--- src/rtl/spatial_channel_sequencer_pkg.sv ---
// Shared constants, default geometry and FSM encodings for the spatial channel sequencer.
package spatial_channel_sequencer_pkg;

  localparam int unsigned SPATIAL_DIMENSION = 2048;
  localparam int unsigned CHANNEL_WIDTH     = 8;
  localparam int unsigned SPATIAL_WIDTH     = 16;

  localparam int unsigned DEFAULT_NUM_MODALITIES        = 3;
  localparam int unsigned DEFAULT_CHANNELS_PER_MODALITY = 4;

  typedef enum logic [1:0] {
    ST_IDLE  = 2'd0,
    ST_ISSUE = 2'd1,
    ST_DRAIN = 2'd2,
    ST_HOLD  = 2'd3
  } seq_state_e;

  // Index width for a counter that must hold values 0..n-1 (at least one bit).
  function automatic int unsigned idx_width(input int unsigned n);
    return (n > 1) ? $clog2(n) : 1;
  endfunction

endpackage

--- src/rtl/spatial_channel_sequencer_if.sv ---
// Frame handshake, channel address, accumulator strobes and hypervector handshake.
// Optional SEQ_ABORT_EN adds Abort_SI / Aborted_SO.
interface spatial_channel_sequencer_if #(
  parameter int unsigned ADDR_WIDTH = 8,
  parameter int unsigned MOD_WIDTH  = 2
);

  logic                  FrameValid_SI;
  logic                  FrameReady_SO;
  logic [ADDR_WIDTH-1:0] ChannelAddr_DO;
  logic                  Enable_SO;
  logic                  FirstHypervector_SO;
  logic                  StoreSecond_SO;
  logic                  XorFinal_SO;
  logic                  HvValid_SO;
  logic                  HvReady_SI;
  logic [MOD_WIDTH-1:0]  ModalityIdx_DO;
`ifdef SEQ_ABORT_EN
  logic                  Abort_SI;
  logic                  Aborted_SO;
`endif

  // Sequencer side
  modport master (
`ifdef SEQ_ABORT_EN
    input  Abort_SI,
    output Aborted_SO,
`endif
    input  FrameValid_SI,
    input  HvReady_SI,
    output FrameReady_SO,
    output ChannelAddr_DO,
    output Enable_SO,
    output FirstHypervector_SO,
    output StoreSecond_SO,
    output XorFinal_SO,
    output HvValid_SO,
    output ModalityIdx_DO
  );

  // Frame source / accumulator / consumer side
  modport slave (
`ifdef SEQ_ABORT_EN
    output Abort_SI,
    input  Aborted_SO,
`endif
    output FrameValid_SI,
    output HvReady_SI,
    input  FrameReady_SO,
    input  ChannelAddr_DO,
    input  Enable_SO,
    input  FirstHypervector_SO,
    input  StoreSecond_SO,
    input  XorFinal_SO,
    input  HvValid_SO,
    input  ModalityIdx_DO
  );

endinterface

--- src/rtl/spatial_channel_sequencer_index_counter.sv ---
// seq_index_counter: nested channel/modality counter with a flat channel address.
// The flat address is kept as its own register and simply increments on every
// step, since the next modality's ch=0 directly follows the previous ch=C-1.
module seq_index_counter
  import spatial_channel_sequencer_pkg::*;
#(
  parameter int unsigned NUM_MODALITIES        = DEFAULT_NUM_MODALITIES,
  parameter int unsigned CHANNELS_PER_MODALITY = DEFAULT_CHANNELS_PER_MODALITY,
  parameter int unsigned ADDR_WIDTH            = 8,
  parameter int unsigned MOD_WIDTH             = 2,
  parameter int unsigned CH_WIDTH              = idx_width(CHANNELS_PER_MODALITY)
) (
  input  logic                  clk_i,
  input  logic                  rst_i,
  input  logic                  clear_i,
  input  logic                  step_ch_i,
  input  logic                  step_mod_i,
  output logic [CH_WIDTH-1:0]   ch_o,
  output logic [MOD_WIDTH-1:0]  mod_o,
  output logic                  last_ch_o,
  output logic                  last_mod_o,
  output logic [ADDR_WIDTH-1:0] addr_o
);

  logic [CH_WIDTH-1:0]   ch_q, ch_d;
  logic [MOD_WIDTH-1:0]  mod_q, mod_d;
  logic [ADDR_WIDTH-1:0] addr_q, addr_d;
  logic                  last_ch_q, last_ch_d;
  logic                  last_mod_q, last_mod_d;

  // Next index: clear wins, then modality step (resets ch), then channel step
  always_comb begin
    ch_d   = ch_q;
    mod_d  = mod_q;
    addr_d = addr_q;
    if (clear_i) begin
      ch_d   = '0;
      mod_d  = '0;
      addr_d = '0;
    end else if (step_mod_i) begin
      ch_d   = '0;
      mod_d  = mod_q + MOD_WIDTH'(1);
      addr_d = addr_q + ADDR_WIDTH'(1);
    end else if (step_ch_i) begin
      ch_d   = ch_q + CH_WIDTH'(1);
      addr_d = addr_q + ADDR_WIDTH'(1);
    end
    last_ch_d  = (ch_d == CH_WIDTH'(CHANNELS_PER_MODALITY - 1));
    last_mod_d = (mod_d == MOD_WIDTH'(NUM_MODALITIES - 1));
  end

  // Index registers with synchronous reset
  always_ff @(posedge clk_i) begin
    if (rst_i) begin
      ch_q       <= '0;
      mod_q      <= '0;
      addr_q     <= '0;
      last_ch_q  <= 1'b0;
      last_mod_q <= (NUM_MODALITIES == 1);
    end else begin
      ch_q       <= ch_d;
      mod_q      <= mod_d;
      addr_q     <= addr_d;
      last_ch_q  <= last_ch_d;
      last_mod_q <= last_mod_d;
    end
  end

  assign ch_o       = ch_q;
  assign mod_o      = mod_q;
  assign addr_o     = addr_q;
  assign last_ch_o  = last_ch_q;
  assign last_mod_o = last_mod_q;

endmodule

--- src/rtl/spatial_channel_sequencer.sv ---
// Transmit-side sequencer for the spatial accumulator: walks a buffered frame
// modality by modality, issuing channel addresses and the accumulator strobes one
// cycle behind them, then presents each bundled hypervector via valid/ready.
// Optional macro SEQ_ABORT_EN adds a mid-frame abort with a one-cycle Aborted_SO pulse.
module spatial_channel_sequencer
  import spatial_channel_sequencer_pkg::*;
#(
  parameter int unsigned NUM_MODALITIES        = DEFAULT_NUM_MODALITIES,
  parameter int unsigned CHANNELS_PER_MODALITY = DEFAULT_CHANNELS_PER_MODALITY,
  parameter int unsigned ADDR_WIDTH            = 8,
  parameter int unsigned MOD_WIDTH             = 2
) (
  input  logic                         Clk_CI,
  input  logic                         Reset_RI,
  spatial_channel_sequencer_if.master  bus_if
);

  localparam int unsigned CH_WIDTH = idx_width(CHANNELS_PER_MODALITY);

  // Parameter legality
  if (CHANNELS_PER_MODALITY < 3) begin : g_chk_ch
    $error("CHANNELS_PER_MODALITY must be >= 3");
  end
  if (NUM_MODALITIES < 1) begin : g_chk_mod_cnt
    $error("NUM_MODALITIES must be >= 1");
  end
  if ((64'(1) << ADDR_WIDTH) < 64'(NUM_MODALITIES * CHANNELS_PER_MODALITY)) begin : g_chk_addr
    $error("ADDR_WIDTH too small for NUM_MODALITIES*CHANNELS_PER_MODALITY");
  end
  if ((64'(1) << MOD_WIDTH) < 64'(NUM_MODALITIES)) begin : g_chk_mod
    $error("MOD_WIDTH too small for NUM_MODALITIES");
  end

  seq_state_e state_q, state_d;
  logic frame_ready_q, frame_ready_d;
  logic en_q, en_d;
  logic first_q, first_d;
  logic second_q, second_d;
  logic final_q, final_d;
  logic hv_valid_q, hv_valid_d;
`ifdef SEQ_ABORT_EN
  logic aborted_q, aborted_d;
`endif

  logic                  clear_c, step_ch_c, step_mod_c;
  logic [CH_WIDTH-1:0]   ch;
  logic [MOD_WIDTH-1:0]  mod;
  logic                  last_ch, last_mod;
  logic [ADDR_WIDTH-1:0] addr;

  seq_index_counter #(
    .NUM_MODALITIES        (NUM_MODALITIES),
    .CHANNELS_PER_MODALITY (CHANNELS_PER_MODALITY),
    .ADDR_WIDTH            (ADDR_WIDTH),
    .MOD_WIDTH             (MOD_WIDTH),
    .CH_WIDTH              (CH_WIDTH)
  ) u_index (
    .clk_i      (Clk_CI),
    .rst_i      (Reset_RI),
    .clear_i    (clear_c),
    .step_ch_i  (step_ch_c),
    .step_mod_i (step_mod_c),
    .ch_o       (ch),
    .mod_o      (mod),
    .last_ch_o  (last_ch),
    .last_mod_o (last_mod),
    .addr_o     (addr)
  );

  // Next state, counter steps and next values of the registered strobes
  always_comb begin
    state_d    = state_q;
    en_d       = 1'b0;
    first_d    = 1'b0;
    second_d   = 1'b0;
    final_d    = 1'b0;
    clear_c    = 1'b0;
    step_ch_c  = 1'b0;
    step_mod_c = 1'b0;
`ifdef SEQ_ABORT_EN
    aborted_d  = 1'b0;
`endif
    unique case (state_q)
      ST_IDLE: begin
        if (bus_if.FrameValid_SI) begin
          state_d = ST_ISSUE;
          clear_c = 1'b1;
        end
      end
      ST_ISSUE: begin
        en_d     = 1'b1;
        first_d  = (ch == '0);
        second_d = (ch == CH_WIDTH'(1));
        final_d  = last_ch;
        if (last_ch) state_d = ST_DRAIN;
        else         step_ch_c = 1'b1;
      end
      ST_DRAIN: begin
        state_d = ST_HOLD;
      end
      ST_HOLD: begin
        if (bus_if.HvReady_SI) begin
          if (last_mod) begin
            state_d = ST_IDLE;
          end else begin
            state_d    = ST_ISSUE;
            step_mod_c = 1'b1;
          end
        end
      end
      default: state_d = ST_IDLE;
    endcase
`ifdef SEQ_ABORT_EN
    if (bus_if.Abort_SI && (state_q != ST_IDLE)) begin
      state_d    = ST_IDLE;
      en_d       = 1'b0;
      first_d    = 1'b0;
      second_d   = 1'b0;
      final_d    = 1'b0;
      step_ch_c  = 1'b0;
      step_mod_c = 1'b0;
      aborted_d  = 1'b1;
    end
`endif
    frame_ready_d = (state_d == ST_IDLE);
    hv_valid_d    = (state_d == ST_HOLD);
  end

  // FSM state and output registers with synchronous reset
  always_ff @(posedge Clk_CI) begin
    if (Reset_RI) begin
      state_q       <= ST_IDLE;
      frame_ready_q <= 1'b1;
      en_q          <= 1'b0;
      first_q       <= 1'b0;
      second_q      <= 1'b0;
      final_q       <= 1'b0;
      hv_valid_q    <= 1'b0;
`ifdef SEQ_ABORT_EN
      aborted_q     <= 1'b0;
`endif
    end else begin
      state_q       <= state_d;
      frame_ready_q <= frame_ready_d;
      en_q          <= en_d;
      first_q       <= first_d;
      second_q      <= second_d;
      final_q       <= final_d;
      hv_valid_q    <= hv_valid_d;
`ifdef SEQ_ABORT_EN
      aborted_q     <= aborted_d;
`endif
    end
  end

  assign bus_if.FrameReady_SO       = frame_ready_q;
  assign bus_if.ChannelAddr_DO      = addr;
  assign bus_if.Enable_SO           = en_q;
  assign bus_if.FirstHypervector_SO = first_q;
  assign bus_if.StoreSecond_SO      = second_q;
  assign bus_if.XorFinal_SO         = final_q;
  assign bus_if.HvValid_SO          = hv_valid_q;
  assign bus_if.ModalityIdx_DO      = mod;
`ifdef SEQ_ABORT_EN
  assign bus_if.Aborted_SO          = aborted_q;
`endif

endmodule

--- src/flat_wrapper.sv ---
// flat-port wrapper written by rule: the top's interface ports become plain ports
module spatial_channel_sequencer_flat import spatial_channel_sequencer_pkg::*;
#(
  parameter int unsigned NUM_MODALITIES        = DEFAULT_NUM_MODALITIES,
  parameter int unsigned CHANNELS_PER_MODALITY = DEFAULT_CHANNELS_PER_MODALITY,
  parameter int unsigned ADDR_WIDTH            = 8,
  parameter int unsigned MOD_WIDTH             = 2
)
  (Clk_CI, Reset_RI, bus_if_FrameValid_SI, bus_if_HvReady_SI, bus_if_FrameReady_SO, bus_if_ChannelAddr_DO, bus_if_Enable_SO, bus_if_FirstHypervector_SO, bus_if_StoreSecond_SO, bus_if_XorFinal_SO, bus_if_HvValid_SO, bus_if_ModalityIdx_DO);
  spatial_channel_sequencer_if #(.ADDR_WIDTH(ADDR_WIDTH), .MOD_WIDTH(MOD_WIDTH)) bus_if_i ();
  input  logic Clk_CI;
  input  logic Reset_RI;
  input wire logic [$bits(bus_if_i.FrameValid_SI)-1:0] bus_if_FrameValid_SI;
  input wire logic [$bits(bus_if_i.HvReady_SI)-1:0] bus_if_HvReady_SI;
  output wire logic [$bits(bus_if_i.FrameReady_SO)-1:0] bus_if_FrameReady_SO;
  output wire logic [$bits(bus_if_i.ChannelAddr_DO)-1:0] bus_if_ChannelAddr_DO;
  output wire logic [$bits(bus_if_i.Enable_SO)-1:0] bus_if_Enable_SO;
  output wire logic [$bits(bus_if_i.FirstHypervector_SO)-1:0] bus_if_FirstHypervector_SO;
  output wire logic [$bits(bus_if_i.StoreSecond_SO)-1:0] bus_if_StoreSecond_SO;
  output wire logic [$bits(bus_if_i.XorFinal_SO)-1:0] bus_if_XorFinal_SO;
  output wire logic [$bits(bus_if_i.HvValid_SO)-1:0] bus_if_HvValid_SO;
  output wire logic [$bits(bus_if_i.ModalityIdx_DO)-1:0] bus_if_ModalityIdx_DO;
  assign bus_if_i.FrameValid_SI = bus_if_FrameValid_SI;
  assign bus_if_i.HvReady_SI = bus_if_HvReady_SI;
  assign bus_if_FrameReady_SO = bus_if_i.FrameReady_SO;
  assign bus_if_ChannelAddr_DO = bus_if_i.ChannelAddr_DO;
  assign bus_if_Enable_SO = bus_if_i.Enable_SO;
  assign bus_if_FirstHypervector_SO = bus_if_i.FirstHypervector_SO;
  assign bus_if_StoreSecond_SO = bus_if_i.StoreSecond_SO;
  assign bus_if_XorFinal_SO = bus_if_i.XorFinal_SO;
  assign bus_if_HvValid_SO = bus_if_i.HvValid_SO;
  assign bus_if_ModalityIdx_DO = bus_if_i.ModalityIdx_DO;
  spatial_channel_sequencer #(.NUM_MODALITIES(NUM_MODALITIES), .CHANNELS_PER_MODALITY(CHANNELS_PER_MODALITY), .ADDR_WIDTH(ADDR_WIDTH), .MOD_WIDTH(MOD_WIDTH)) u_core (.Clk_CI(Clk_CI), .Reset_RI(Reset_RI), .bus_if(bus_if_i));
endmodule
--- config.mk ---
export PLATFORM = sky130hd
export DESIGN_NAME = spatial_channel_sequencer_flat
export DESIGN_NICKNAME = d
export VERILOG_FILES = /design/src/rtl/spatial_channel_sequencer_pkg.sv /design/src/rtl/spatial_channel_sequencer_if.sv /design/src/rtl/spatial_channel_sequencer_index_counter.sv /design/src/rtl/spatial_channel_sequencer.sv /design/src/flat_wrapper.sv
export SDC_FILE = /design/constraint.sdc
export NUM_CORES = 1
export LEC_CHECK = 0
export CORE_MARGIN = 3
export CORE_UTILIZATION = 40
export CTS_CLUSTER_DIAMETER = 80
export DETAILED_ROUTE_END_ITERATION = 8
export SLEW_MARGIN = 20
export SYNTH_ARGS = -nofsm -noshare
export SYNTH_HDL_FRONTEND = slang
export SYNTH_SLANG_ARGS = --single-unit
--- constraint.sdc ---
create_clock -name Clk_CI -period 2.25 [get_ports Clk_CI]
set_input_delay 0.225 -clock Clk_CI [delete_from_list [all_inputs] [get_ports Clk_CI]]
set_output_delay 0.225 -clock Clk_CI [all_outputs]
set_load 0.01 [all_outputs]
Word level (Yosys, flattened, before mapping)
Index checks and enable logic that the tools add are counted.
{ "totals": {"ff_bits": 22, "latchBits": 0, "ram_bits": 0, "rom_bits": 0, "in_bits": 4, "out_inout_bits": 16, "word_cells": 49, "memories": 0} }
{ "classes": {"addsub": 3, "mul": 0, "n_div": 0, "n_lt_le_gt_ge": 0, "n_eq_ne": 7, "shift": 0, "n_mux": 20, "bitwise": 1, "reduce_logical": 6} }
{ "op_table": {"columns": ["op", "count"], "rows": [
  ["2-bit 2-to-1 mux", 8],
  ["8-bit 2-to-1 mux", 2],
  ["2-bit equality test (second input constant)", 5],
  ["1-bit 2-to-1 mux", 9],
  ["8-bit by 1-bit adder with 8-bit output (second input constant)", 1],
  ["2-bit case mux with 4 select lines", 1],
  ["2-bit zero test", 3],
  ["2-bit by 1-bit adder with 2-bit output (second input constant)", 2],
  ["2-bit by 1-bit equality test with 1-bit output (second input constant)", 2],
  ["2-bit OR reduction", 2],
  ["2-bit nonzero test", 1],
  ["1-bit inverter", 1]
]} }

Logic depth before layout (Yosys ltp)
Gate-level depths: netlist (run 1).
{ "depth": {"depth_word": 6, "mapped_depth": 5, "ltp_nobuf": 4} }

Hierarchy
A second synthesis (run 1) with hierarchy kept.
{ "unflattened": {"cells_unflattened": 91, "area_unflattened_um2": 862.1} }
{ "modules_own_cells": {"columns": ["mod", "instances", "cells_each", "area_each_um2", "seq_area_each_um2"], "rows": [
  ["seq_index_counter", 1, 64, 574.3, 280.3],
  ["spatial_channel_sequencer", 1, 27, 287.8, 160.2]
]} }

Least setup slack after synthesis (run 1)
No wires, ideal clock.
{ "synth_path": {"path_type": "register -> register", "startpoint": "register u_core.state_q[1]", "endpoint": "register u_core.u_index.last_ch_q, in the netlist u_core.u_index.last_ch_o", "setup_time_ns": 0.080, "arrival_ns": 1.289, "t_required_ns": 2.170, "slack_ns": 0.881, "stages_incl_launch_ff": 6, "path_buffers": 2, "synth_period_minus_slack_ns": 1.369, "cell_sequence": "dfxtp_1 -> or3b_1 -> buf_2 -> buf_6 -> nand3b_4 -> a211oi_2"} }
{ "synth_via": {"elab_chain_cells": 6, "word_cells_on_any_way": 10} }
{ "synth_rtl": {"columns": ["element", "line", "source"], "rows": [
  ["from (decl)", "spatial_channel_sequencer.sv:34", "seq_state_e state_q, state_d;"],
  ["from (signal assigned)", "spatial_channel_sequencer.sv:143", "state_q <= state_d;"],
  ["2-bit by 1-bit equality test with 1-bit output", "spatial_channel_sequencer.sv:83", "unique case (state_q)"],
  ["1-bit 2-to-1 mux", "spatial_channel_sequencer.sv:83", null],
  ["2-bit 2-to-1 mux", "spatial_channel_sequencer_index_counter.sv:44", "end else if (step_ch_i) begin"],
  ["2-bit 2-to-1 mux", "spatial_channel_sequencer_index_counter.sv:40", "end else if (step_mod_i) begin"],
  ["2-bit 2-to-1 mux *", "spatial_channel_sequencer_index_counter.sv:36", "if (clear_i) begin"],
  ["2-bit equality test *", "spatial_channel_sequencer_index_counter.sv:48", "last_ch_d = (ch_d == CH_WIDTH'(CHANNELS_PER_MODALITY - 1));"],
  ["to (signal assigned)", "spatial_channel_sequencer_index_counter.sv:64", "last_ch_q <= last_ch_d;"],
  ["to (decl)", "spatial_channel_sequencer_index_counter.sv:28", "logic last_ch_q, last_ch_d;"]
]} }
Mark *: on every way between the ends. The rest lies on a longest branch, timed or not.
A chain may end at the register's enable or synchronous reset.

Final worst setup path (run 1)
{ "layout_path": {"startpoint": "register u_core.state_q[0]", "endpoint": "register u_core.u_index.addr_q[5], in the netlist u_core.u_index.addr_o[5]"} }
{ "layout_via": {"elab_chain_cells": 3, "word_cells_on_any_way": 9} }
{ "layout_rtl": {"columns": ["element", "line", "source"], "rows": [
  ["2-bit equality test, or another cell as far along", "spatial_channel_sequencer.sv:83", null],
  ["1-bit 2-to-1 mux", "spatial_channel_sequencer.sv:83", null],
  ["8-bit 2-to-1 mux, or another cell as far along", "spatial_channel_sequencer_index_counter.sv:40", null],
  ["to (signal assigned)", "spatial_channel_sequencer_index_counter.sv:63", "addr_q <= addr_d;"],
  ["to (decl)", "spatial_channel_sequencer_index_counter.sv:27", "logic [ADDR_WIDTH-1:0] addr_q, addr_d;"]
]} }
Several ways; a longest one is shown, not always the timed one.

==> results of run 1 <==
==> cell usage in the layout, fill, tap and decap left out, types with 2 or more instances in the layout <==
cell type	synthesis	layout
and2_1	3	3
a21bo_2	2	2
nand3b_1	6	6
ha_1	3	3
a21oi_1	8	8
nand3_1	14	14
mux2i_1	7	7
clkdlybuf4s50_1	0	19
nor3_1	2	2
nand4_1	2	2
dfxtp_1	22	22
inv_1	6	6
nand2_1	3	3
clkbuf_4	0	3
a211oi_1	4	4
nand2b_1	2	2
==> registers in the layout (all words and copies together) (netlist names) <==
name / flops
u_core.bus_if.XorFinal_SO: 1
u_core.bus_if.HvValid_SO: 1
u_core.u_index.last_mod_o: 1
u_core.u_index.ch_o: 2
u_core.bus_if.FrameReady_SO: 1
u_core.bus_if.FirstHypervector_SO: 1
u_core.u_index.addr_o: 8
u_core.bus_if.StoreSecond_SO: 1
u_core.u_index.mod_o: 2
u_core.u_index.last_ch_o: 1
u_core.bus_if.Enable_SO: 1
u_core.state_q: 2
==> cell families (layout without fill, tap and decap cells) <==
logic type                 count (synthesis)  count (layout)
and+or+nand+nor                           40              40
DFF                                       22              22
AOI/OAI and AO/OA                         20              20
buffers and inverters                     12              29
muxes                                      7               7
adders and majority gates                  3               3
xor gates and xnor gates                   1               1
==> layer usage <==
metal | GRT usage | vias to the layer above
met3 | 0.0557 | 2
met5 | 0 | -
met1 | 0.154 | 369
met2 | 0.225 | 21
met4 | 0.0305 | 0
li1 | - | 416
==> final cells by class <==
type,count,area (um2),share of cell area
Clock buffer,3,22.5,0.0183
Inverter,6,22.5,0.0183
Multi-Input combinational cell,71,509,0.415
Sequential cell,22,440,0.359
Tap cell,28,35.0,0.0285
Timing Repair Buffer,20,198,0.161
==> stage by stage <==
stage | worst slack, ns | utilization | instances
4_1_cts | 0.450 | 0.534 | 150
2_1_floorplan | 0.881 | - | 105
6_report | 0.457 | 0.534 | 150
3_5_place_dp | 0.408 | 0.525 | 147
5_1_grt | 0.304 | 0.534 | 150
3_3_place_gp | 0.444 | 0.525 | 147
==> report_power, final <==
group / switching [mW] / internal (mW) / leakage, nW
sequential: 0.00891 / 0.399 / 0.178
clock: 0.111 / 0.0625 / 0.0138
combinational: 0.0397 / 0.0353 / 0.226
total: 0.160 / 0.497 / 0.419
==> worst reg2reg max path, cell delays in order (launching register included) <==
cell and delay, ns:
dfxtp_1 0.51, or3b_1 0.62, a211oi_1 0.40, mux2i_1 0.21
==> worst max-delay path by stage <==
stage          slack, ns  cells past startpoint                                     to
2_1_floorplan       0.88                      5    u_core.u_index.last_ch_o$_SDFF_PP0_
3_3_place_gp        0.44                      4      u_core.u_index.ch_o[0]$_SDFF_PP0_
3_5_place_dp        0.41                      4      u_core.u_index.ch_o[0]$_SDFF_PP0_
4_1_cts             0.45                      3  u_core.u_index.addr_o[5]$_SDFFE_PP0P_
5_1_grt             0.30                      3  u_core.u_index.addr_o[6]$_SDFFE_PP0P_
6_report            0.46                      3  u_core.u_index.addr_o[5]$_SDFFE_PP0P_
==> results_dict.tcl, run 1 <==
set metrics [dict create \
    status "finished clean" \
    r2r_setup_slack_ns 0.46 \
    dpl.hpwl_mm 1.32 \
    synth_cell_types 32 \
    final_cell_area_mm2 0.00123 \
    yosysTopAreaCellShare 0.437 \
    hp-start "u_core.u_index.mod_o[0]$_SDFF_PP0_" \
    nFillCells 223 \
    hold_end "u_core.u_index.mod_o[0]$_SDFF_PP0_" \
    drive_above_1_share 0.0820 \
    r2r-start "u_core.state_q[0]$_SDFF_PP0_" \
    synth_top_family_by_area "simple AND/OR/NAND/NOR gates" \
    dpl_cell_area_mm2 0.00120 \
    portBuffers 19 \
    worst_pin_slew_ns 0.494 \
    cpMaxStageDelayCell "or3b_1" \
    holdPathStages 2 \
    coreArea_mm2 0.00230 \
    clkTransAtPathRegs_ns 0.12 \
    dr_wl_met2_um 908 \
    worstPathRequired_ns 2.50 \
    synth_flop_cell "dfxtp_1" \
    grt_util_all_layers 0.133 \
    clockRootBuffer "clkbuf_4" \
    fin_crit_ns 1.79 \
    yosys-top-cells-count "22 x dfxtp_1, 14 x nand3_1, 8 x a21oi_1" \
    rsz0062_at_grt "no" \
    crit_fanout 14 \
    synthTopCellsByArea "dfxtp_1 44%, mux2i_1 7.0%, nand3_1 7.0%, nand3b_1 4.5%, a21oi_1 4.0%" \
    initial_core_util 0.438 \
    antenna_found_initial 0 \
    vdd_drop_max_uv 371 \
    yosysWarnings 0 \
    max_freq_ghz 0.558 \
    m1WireLength_um 806 \
    dieArea_mm2 0.00316 \
    grt_max_degree 15 \
    ant_nets 0 \
    h-tree-depth 1 \
    crit_start "u_core.state_q[0]$_SDFF_PP0_" \
    dr.max_layer_used "met4" \
    slowest_delay_ns 0.62 \
    slew_headroom 0.670 \
    num-nets-final 131 \
    synth_mux_area_frac 0.0696 \
    cts_setup_buffers 0 \
    syn_avg_cell_area_um2 9.59 \
    crit_type "reg -> reg" \
    finalSetupViolations 0 \
    cellPowerDensity_mw_per_mm2 535 \
    synthSimpleGateAreaFrac 0.251 \
    routed_wl_mm 1.85 \
    fin_skew_ns 0.00896 \
    cts_inserted_buffers 3 \
    cp-start-kind "flop" \
    synth_xor_area_frac 0.00870 \
    synth_edf_count 0 \
    synth_most_common_cell "dfxtp_1" \
    hold_viol_final 0 \
    syn_inst 105 \
    firstDrtPassIters 4 \
    wl_met3_um 121 \
    fin_hold_ws_ns 0.473 \
    routabilityCongestion 0.788 \
    ff2ff_path_depth 3 \
    clock_sinks 22 \
    synth_compound_area_frac 0.139 \
    drc 0 \
    seq_area_frac_synth 0.437 \
    syn_nets 112 \
    core.rowCount 17 \
    clockBufferDepth 2 \
    ctsResizeCount 0 \
    areaGrowthSynthToFinish_pct 21.9 \
    synth_fa_ha_area_frac 0.0373 \
    drt_iter0_drc 14 \
    hp-class "reg -> reg" \
    r2r-end "u_core.u_index.addr_o[5]$_SDFFE_PP0P_" \
    viasPerCell 5.39 \
    n_antenna_cell 0 \
    cp_top_family "simple AND/OR/NAND/NOR gates" \
    wl_per_cell_um 12.4 \
    io_pins 20 \
    dieWidth_um 56.2 \
    cap_violations 0 \
    synth-seq-cells 22 \
    clk_latency_ns 0.30 \
    vias 808 \
    cts_tree "done" \
    worstPathCellList "or3b_1 > a211oi_1 > mux2i_1" \
    p_leak_nw 0.419 \
    cp-end-kind "flop" \
    gr-total-overflow 0 \
    worstPathArrival_ns 2.04 \
    netlist_area_mm2 0.00101 \
    holdBufCountCts 0 \
    finalPower_uw 657 \
    setup_tns_ns 0 \
    async_flop_share 0 \
    synth_top_area_cell "dfxtp_1" \
    path_buf_inv 0 \
    grt_pass1_vias 783 \
    fp.dieH_um 56.2 \
    post-route-period-util 0.797 \
    grt_pass1_wl_mm 3.39 \
    report.final.slew_viol_count 0 \
]
(Power assumes the default switching activity.)
==> run 2: changes to the inputs <==
--- a/config.mk
+++ b/config.mk
@@ -9,6 +9,7 @@
 export CORE_UTILIZATION = 40
 export CTS_CLUSTER_DIAMETER = 80
 export DETAILED_ROUTE_END_ITERATION = 8
+export PLACE_DENSITY = 0.67
 export SLEW_MARGIN = 20
 export SYNTH_ARGS = -nofsm -noshare
 export SYNTH_HDL_FRONTEND = slang
==> constraint.sdc (replaced) <==
create_clock -name Clk_CI -period 1.5 [get_ports Clk_CI]
set_input_delay 0.15 -clock Clk_CI [delete_from_list [all_inputs] [get_ports Clk_CI]]
set_output_delay 0.15 -clock Clk_CI [all_outputs]
set_load 0.01 [all_outputs]
==> run 2 against run 1 <==
Net effect:
- clock-buffer cell count up 1
- final area is 9.1% higher
- register-to-register slack lost 0.39 ns
- clock power up 91%
- cell count increased by 8.0%
- first-iteration DRC count shrank 43%
- largest power group unchanged
==> results_dict.tcl, run 2 (synthesis results as in run 1) <==
set metrics [dict create \
    status "finished clean" \
    ant_nets 0 \
    final_cell_area_mm2 0.00134 \
    power_frac_clock 0.306 \
    hold_viol_final 0 \
    drt_iter0_drc 8 \
    firstDrtPassIters 4 \
    dieArea_mm2 0.00316 \
    r2r-end "u_core.u_index.addr_o[5]$_SDFFE_PP0P_" \
    dpl_cell_area_mm2 0.00129 \
    worstPathCellList "buf_4 > or3b_2 > buf_4 > nand3b_1 > mux2i_1" \
    drive_above_1_share 0.224 \
    final_common_cell "clkdlybuf4s50_1" \
    cts_inserted_buffers 3 \
    vias 883 \
    grt_pass1_wl_mm 3.79 \
    clock_sinks 22 \
    worstPathArrival_ns 1.63 \
    routabilityCongestion 0.757 \
    crit_top_cell "buf_4" \
    wl_per_cell_um 12.7 \
    rsz0062_at_grt "no" \
    drc 0 \
    h-tree-depth 1 \
    coreArea_mm2 0.00230 \
    ff2ff_path_depth 5 \
    post-route-period-util 0.952 \
    fin_hold_ws_ns 0.474 \
    seq_power_share 0.559 \
    largest_reg_flops 8 \
    fin_crit_ns 1.43 \
    setup_tns_ns 0 \
    initial_core_util 0.438 \
    portBuffers 19 \
    cts_tree "done" \
    grt_pass1_vias 837 \
    p_leak_nw 0.483 \
    fin_skew_ns 0.00128 \
    clkTransAtPathRegs_ns 0.12 \
    clk_latency_ns 0.31 \
    hold_end "u_core.u_index.mod_o[0]$_SDFF_PP0_" \
    finalSetupViolations 0 \
    report.final.slew_viol_count 0 \
    hp-class "reg -> reg" \
    sw_frac_of_total 0.242 \
    cap_violations 0 \
    dieWidth_um 56.2 \
    hp-start "u_core.u_index.mod_o[0]$_SDFF_PP0_" \
    num-nets-final 142 \
    fp.dieH_um 56.2 \
    cpMaxStageDelayCell "or3b_2" \
    worst_pin_slew_ns 0.274 \
    r2r-start "u_core.state_q[1]$_SDFF_PP0_" \
    areaGrowthSynthToFinish_pct 32.9 \
    routed_wl_mm 2.06 \
    max_freq_ghz 0.700 \
    clockBufferDepth 2 \
    cp-end-kind "flop" \
    cellPowerDensity_mw_per_mm2 811 \
    mostFrequentLayoutCells "19 x clkdlybuf4s50_1, 16 x dfxtp_1, 14 x nand3_1, 12 x buf_4, 8 x a21oi_1" \
    holdPathStages 2 \
    cp-start-kind "flop" \
    antenna_found_initial 0 \
    crit_start "u_core.state_q[1]$_SDFF_PP0_" \
    clockRootBuffer "clkbuf_4" \
    slowest_delay_ns 0.48 \
    worstPathRequired_ns 1.70 \
    grt_max_degree 13 \
    p_sw_uw 263 \
    slew_headroom 0.816 \
    dpl.hpwl_mm 1.48 \
    pwr-share-comb 0.135 \
    gr-total-overflow 0 \
    io_pins 20 \
    grt_util_all_layers 0.149 \
    viasPerCell 5.45 \
    core.rowCount 17 \
    r2r_setup_slack_ns 0.07 \
    n_antenna_cell 0 \
    crit_fanout 12 \
    crit_type "reg -> reg" \
    vdd_drop_max_uv 485 \
    p_int_uw 824 \
]
[run 2: cell types whose count changed in the layout (fill, tap and decap cells not counted)]
cell      change
dfxtp_2       +6
a211oi_1      -1
a211oi_2      +1
or3b_4        +1
buf_4        +11
clkbuf_8      +1
or3b_1        -1
dfxtp_1       -6
[run 2: power by group through the flow]
stage	Combinational [mW]	Sequential [mW]	Clock (mW)
after floorplan	0.0827	0.624	0
after global placement	0.140	0.620	0
after detailed placement	0.143	0.620	0
after CTS	0.144	0.607	0.343
after global routing	0.162	0.610	0.368
final	0.146	0.608	0.332
[run 2: cell type report]
cell class / count / area (um2)
Clock buffer: 4 / 36.3
Sequential cell: 22 / 448
Multi-Input combinational cell: 71 / 517
Inverter: 6 / 22.5
Timing Repair Buffer: 31 / 280
Fill cell: 222 / 958
Tap cell: 28 / 35.0
[run 2: per-layer routing]
layer	up-vias	global-route usage	part of all wire
li1	435	-	-
met3	4	0.0371	0.051
met4	0	0.0712	0.018
met1	419	0.184	0.46
met2	25	0.240	0.47
met5	-	0	0
[run 2: repair_timing]
action,CTS,global route
hold buffers,0,0
endpoints found under the hold margin,0,0
gates resized for setup,0,8
endpoints found under the setup margin,0,12
buffers inserted,0,0
[run 2: how the worst max path moves through the flow]
stage                                             to  slack (ns)  cells past startpoint
2_1_floorplan    u_core.u_index.last_ch_o$_SDFF_PP0_        0.13                      5
3_3_place_gp   u_core.u_index.addr_o[5]$_SDFFE_PP0P_       -0.06                      5
3_5_place_dp   u_core.u_index.addr_o[5]$_SDFFE_PP0P_       -0.07                      5
4_1_cts                     bus_if_ChannelAddr_DO[0]      0.0006                      1
5_1_grt        u_core.u_index.addr_o[5]$_SDFFE_PP0P_       0.003                      5
6_report       u_core.u_index.addr_o[5]$_SDFFE_PP0P_        0.07                      5
[run 2: worst max-delay path, delay by kind of cell (launching register included)]
| family | cells | cell delay [ns] |
|---|---|---|
| buf+inv | 2 | 0.34 |
| flops | 1 | 0.34 |
| simple gates | 2 | 0.57 |
| mux | 1 | 0.08 |
[run 2: through the flow]
step / instances / setup WS [ns] / total power [mW] / utilization
after floorplan: 105 / 0.131 / 0.707 / -
after global routing: 162 / 0.00300 / 1.14 / 0.583
after global placement: 158 / -0.0617 / 0.760 / 0.560
after detailed placement: 158 / -0.0668 / 0.763 / 0.560
final: 162 / 0.0716 / 1.09 / 0.583
after CTS: 162 / 0.000596 / 1.09 / 0.576
